File: src/rtl/multi_channel_toggle_reduce.sv
// multi_channel_toggle_reduce
//   N independent square-wave channels, each with a runtime-loadable period,
//   feeding a registered reduction gate (AND/OR/XOR/NAND) whose rising edges
//   are counted by a saturating counter.
//
// Ports:
//   clk, rst_n        rising-edge clock, asynchronous active-low reset
//   run               1 = channel counters advance, 0 = channels hold
//   clr               synchronous clear of counters, ch_out, red_out, rise_cnt
//   mode              00 AND, 01 OR, 10 XOR, 11 NAND
//   ld_en/ld_ch/ld_val period load strobe, channel index, new period
//   ch_out            per-channel toggle outputs
//   red_out, red_n    registered reduction of ch_out and its complement
//   rise_cnt          saturating count of red_out 0->1 transitions

// One toggle channel: counts 0..per, toggles its output at terminal count.
// A load restarts the count and wins over the terminal-count toggle.
module mctr_channel #(
    parameter int CW      = 8,
    parameter int DEF_PER = 0
) (
    input  logic          clk,
    input  logic          rst_n,
    input  logic          run,
    input  logic          clr,
    input  logic          ld,
    input  logic [CW-1:0] ld_val,
    output logic          tgl
);
    logic [CW-1:0] per;
    logic [CW-1:0] cnt;

    always_ff @(posedge clk or negedge rst_n) begin
        if (!rst_n) begin
            per <= CW'(DEF_PER);
            cnt <= '0;
            tgl <= 1'b0;
        end else if (clr) begin
            // clear still honours a simultaneous period write
            cnt <= '0;
            tgl <= 1'b0;
            if (ld) per <= ld_val;
        end else if (ld) begin
            per <= ld_val;
            cnt <= '0;
        end else if (run) begin
            if (cnt == per) begin
                cnt <= '0;
                tgl <= ~tgl;
            end else begin
                cnt <= cnt + CW'(1);
            end
        end
    end
endmodule

module multi_channel_toggle_reduce #(
    parameter int N       = 3,
    parameter int CW      = 8,
    parameter int RW      = 16,
    parameter int DEF_PER = 0,
    localparam int LW     = (N > 1) ? $clog2(N) : 1
) (
    input  logic          clk,
    input  logic          rst_n,
    input  logic          run,
    input  logic          clr,
    input  logic [1:0]    mode,
    input  logic          ld_en,
    input  logic [LW-1:0] ld_ch,
    input  logic [CW-1:0] ld_val,
    output logic [N-1:0]  ch_out,
    output logic          red_out,
    output logic          red_n,
    output logic [RW-1:0] rise_cnt
);
    logic [N-1:0] ld_hit;
    logic         red_next;

    // Out-of-range ld_ch matches no channel, so the load is dropped.
    for (genvar i = 0; i < N; i++) begin : g_ch
        assign ld_hit[i] = ld_en && (32'(ld_ch) == i);

        mctr_channel #(
            .CW      (CW),
            .DEF_PER (DEF_PER)
        ) u_ch (
            .clk    (clk),
            .rst_n  (rst_n),
            .run    (run),
            .clr    (clr),
            .ld     (ld_hit[i]),
            .ld_val (ld_val),
            .tgl    (ch_out[i])
        );
    end

    always_comb begin
        red_next = 1'b0;
        case (mode)
            2'b00:   red_next = &ch_out;
            2'b01:   red_next = |ch_out;
            2'b10:   red_next = ^ch_out;
            default: red_next = ~&ch_out;
        endcase
    end

    // Rise detection compares the current register with the value it is
    // about to take, so mode-induced transitions are counted too.
    always_ff @(posedge clk or negedge rst_n) begin
        if (!rst_n) begin
            red_out  <= 1'b0;
            rise_cnt <= '0;
        end else if (clr) begin
            red_out  <= 1'b0;
            rise_cnt <= '0;
        end else begin
            red_out <= red_next;
            if (!red_out && red_next && (rise_cnt != {RW{1'b1}}))
                rise_cnt <= rise_cnt + RW'(1);
        end
    end

    assign red_n = ~red_out;
endmodule

File: config.mk
export PLATFORM = sky130hd
export DESIGN_NAME = multi_channel_toggle_reduce
export DESIGN_NICKNAME = d
export VERILOG_FILES = /design/src/rtl/multi_channel_toggle_reduce.sv
export SDC_FILE = /design/constraint.sdc
export NUM_CORES = 1
export LEC_CHECK = 0
export CAP_MARGIN = 20
export CELL_PAD_IN_SITES_DETAIL_PLACEMENT = 0
export CELL_PAD_IN_SITES_GLOBAL_PLACEMENT = 1
export CORE_MARGIN = 8
export CORE_UTILIZATION = 47
export CTS_BUF_LIST = sky130_fd_sc_hd__clkbuf_4
export CTS_CLUSTER_DIAMETER = 80
export DETAILED_ROUTE_END_ITERATION = 8
export PLACE_DENSITY_LB_ADDON = 0.2
export SYNTH_ARGS = -nofsm -noshare
export SYNTH_HDL_FRONTEND = slang
export SYNTH_SLANG_ARGS = --single-unit
export TNS_END_PERCENT = 30
File: constraint.sdc
create_clock -name clk -period 2.3 [get_ports clk]
set_input_delay 0.46 -clock clk [delete_from_list [all_inputs] [get_ports clk]]
set_output_delay 0.46 -clock clk [all_outputs]
set_load 0.02 [all_outputs]
==> results.toml <==
[finish]
mostFrequentLayoutCell = "dfrtp_1"
multi_input_area_sq_mm = 0.00192
ff_latch_area_sq_mm = 0.00170
final_nets = 437
syn2layout_area_growth_pct = 19.8
final_cell_mix = "68 x dfrtp_1, 36 x clkdlybuf4s50_1, 28 x mux2_2, 26 x nor2_1"
stdcell_area_sq_mm = 0.00446
n_antenna_cell = 0
drive_gt1_share_pct = 21.5
num-fill-cells = 718

[clock_tree]
post_cts_buffers = 0
clock_sinks = 68
cts_buffers = 9
cts_tree = "built"
clk_latency_ns = 0.40
root_buffer = "clkbuf_4"
path_clk_slew_ns = 0.12
clk_path_buf_depth = 2
h-tree-depth = 3
ctsHoldBuffers = 0

[global_routing]
grt_start_max_net_pins = 69
grt.overflow.total = 0
grt_pass1_wl_um = 14500
antenna_found_initial = 0
grt_usage_pct = 15.8
grt_pass1_vias = 2951

[route]
dr.pass1.iters = 4
drt_iter0_drc = 163
viasPerCell = 5.57
drc = 0
vias = 2902
drt-total-wl_um = 8250
ant_nets = 0
wire_per_inst_um = 15.8

[setup_path]
arrival_ns = 2.43
start_kind = "flop"
end_kind = "flop"
crit_required_ns = 2.62
critPathMaxFanout = 5
worst-r2r-cell-count = 7
crit_type = "flop to flop"

[timing]
layout_setup_ws_ns = 0.191
max_freq_mhz = 474
period_needed_ns = 2.11
final_hold_viol_count = 0
slew_violations = 0
setup_viol = 0
relSlewSlack_pct = 69.3
tns_ns = 0
period_share_pct = 91.7
tightest_slew_ns = 0.459
rsz0062_at_grt = "no"
skew_ns = 0.0187

[yosys]
synth_edf_count = 0
synth_cells = 356
async_flop_share_pct = 100
syn_area_sq_mm = 0.00372
yosys_warnings = 0
ys_seq_area_share_pct = 45.7
ys_types = 57
synth_area_leader_cell = "dfrtp_1"
synth_top_area_share_pct = 45.7
synth_ff_type = "dfrtp_1"
synthTopCellsByArea = "dfrtp_1 46%, mux2_2 8.5%, xnor2_1 4.2%"
synth-seq-cells = 68
syn_area_per_cell_sq_um = 10.4
syn_nets = 379

[placed_design]
hpwlAfterDp_um = 6150
globalplace.congestion = 0.796
port_buffers = 37
dp_slack_ns = -0.184
dpl_cell_area_sq_mm = 0.00432

[power]
powerDensity_mw_per_mm2 = 540
power.leakage_nw = 1.85
peakVddDrop_mv = 0.381
p_total_mw = 2.40

[floorplan]
coreArea_sq_mm = 0.00769
num_rows = 32
die_width_um = 105
fp.dieH_um = 105
initial_core_util_pct = 48.4
die-area_sq_mm = 0.0110
io_pins = 38

[status]
status = "complete, no violations"

[run]
max_cap_violations = 0

[min_path]
hp-class = "input pin to async pin"
==> cells by family (layout without fill, tap and decap cells) <==
| logic type | Yosys count | after routing | synth area share, % |
|---|---|---|---|
| and+or+nand+nor | 140 | 140 | 21.6 |
| DFF | 68 | 68 | 45.7 |
| AOI/OAI and AO/OA | 56 | 56 | 10.8 |
| xor gates and xnor gates | 32 | 32 | 7.53 |
| muxes | 31 | 31 | 9.42 |
| buffers and inverters | 23 | 86 | 2.89 |
| adders and majority gates | 6 | 6 | 2.02 |
==> synth_stat cells (3+ instances only) <==
cell type / instances
a31oi_1: 3
o31ai_1: 6
nand2b_1: 8
a22o_1: 4
inv_1: 9
a22oi_1: 3
mux2_2: 28
nand2_1: 22
nand4_1: 16
nor4_1: 4
a21oi_1: 11
or3_1: 3
nor2b_1: 8
nand3b_1: 3
clkbuf_1: 7
nand3_1: 16
nor2_1: 26
and3_1: 6
xnor2_1: 18
buf_4: 3
dfrtp_1: 68
ha_1: 6
or2_2: 4
o21ai_0: 9
a31o_2: 7
nor3_1: 7
xor2_1: 14
==> cell type report <==
type / instances / share of cell area, %
Timing Repair Buffer: 61 / 12.5
Tap cell: 102 / 2.86
Clock inverter: 5 / 0.646
Clock buffer: 11 / 1.85
Sequential cell: 68 / 38.2
Multi-Input combinational cell: 265 / 43.2
Inverter: 9 / 0.758
==> sequential cells by signal, summed over array words and instances, names as in the netlist <==
signal	flops
red_out	1
g_ch.u_ch.cnt	24
rise_cnt	16
g_ch.u_ch.tgl	3
g_ch.u_ch.per	24
==> critical path, cell delays in order (launching register included) <==
cell	delay [ns]
dfrtp_1	0.36
inv_1	0.05
ha_1	0.32
nor2b_1	0.17
o32ai_2	0.15
or2_1	0.30
or4_1	0.52
a21oi_1	0.16
==> layer usage <==
metal  global-route usage (%)  share of wire, %  up-vias
li1                         -                 -     1417
met1                     20.7                48     1438
met2                     25.6                48       38
met3                     3.01               3.1        9
met4                     5.30               1.1        0
met5                        0                 0        -
==> report_power, final <==
part           switching [mW]  total [mW]  internal, mW
sequential             0.0756        1.36          1.29
combinational           0.168       0.376         0.208
clock                   0.425       0.664         0.240
total                   0.668        2.40          1.74
==> through the flow <==
stage | hold slack, ns | cells | utilization [%]
after floorplan | 0.164 | 356 | -
after global placement | 0.512 | 504 | 56.3
after detailed placement | 0.514 | 504 | 56.3
after CTS | 0.0663 | 520 | 57.8
after global routing | 0.0705 | 521 | 58.0
final | 0.0552 | 521 | 58.0
==> path summary, 6_finish.rpt <==
| path | from | end | slack [ns] |
|---|---|---|---|
| max in group asynchronous | rst_n | g_ch[0].u_ch.cnt[5] | 1.93 |
| max | g_ch[0].u_ch.tgl | rise_cnt[9] | 0.19 |
| min reg2reg | g_ch[1].u_ch.per[5] | g_ch[1].u_ch.per[5] | 0.54 |
| min | rst_n | g_ch[1].u_ch.cnt[6] | 0.06 |
| min in group clk | g_ch[1].u_ch.per[5] | g_ch[1].u_ch.per[5] | 0.54 |
| max reg2reg | g_ch[0].u_ch.tgl | rise_cnt[9] | 0.19 |
==> what timing repair did <==
item | CTS | global route
setup endpoints to repair | 1 | 11
hold endpoints to repair | 0 | 0
cloned | 0 | 0
resized for setup | 1 | 2
Power figures use the tool's default switching activity.
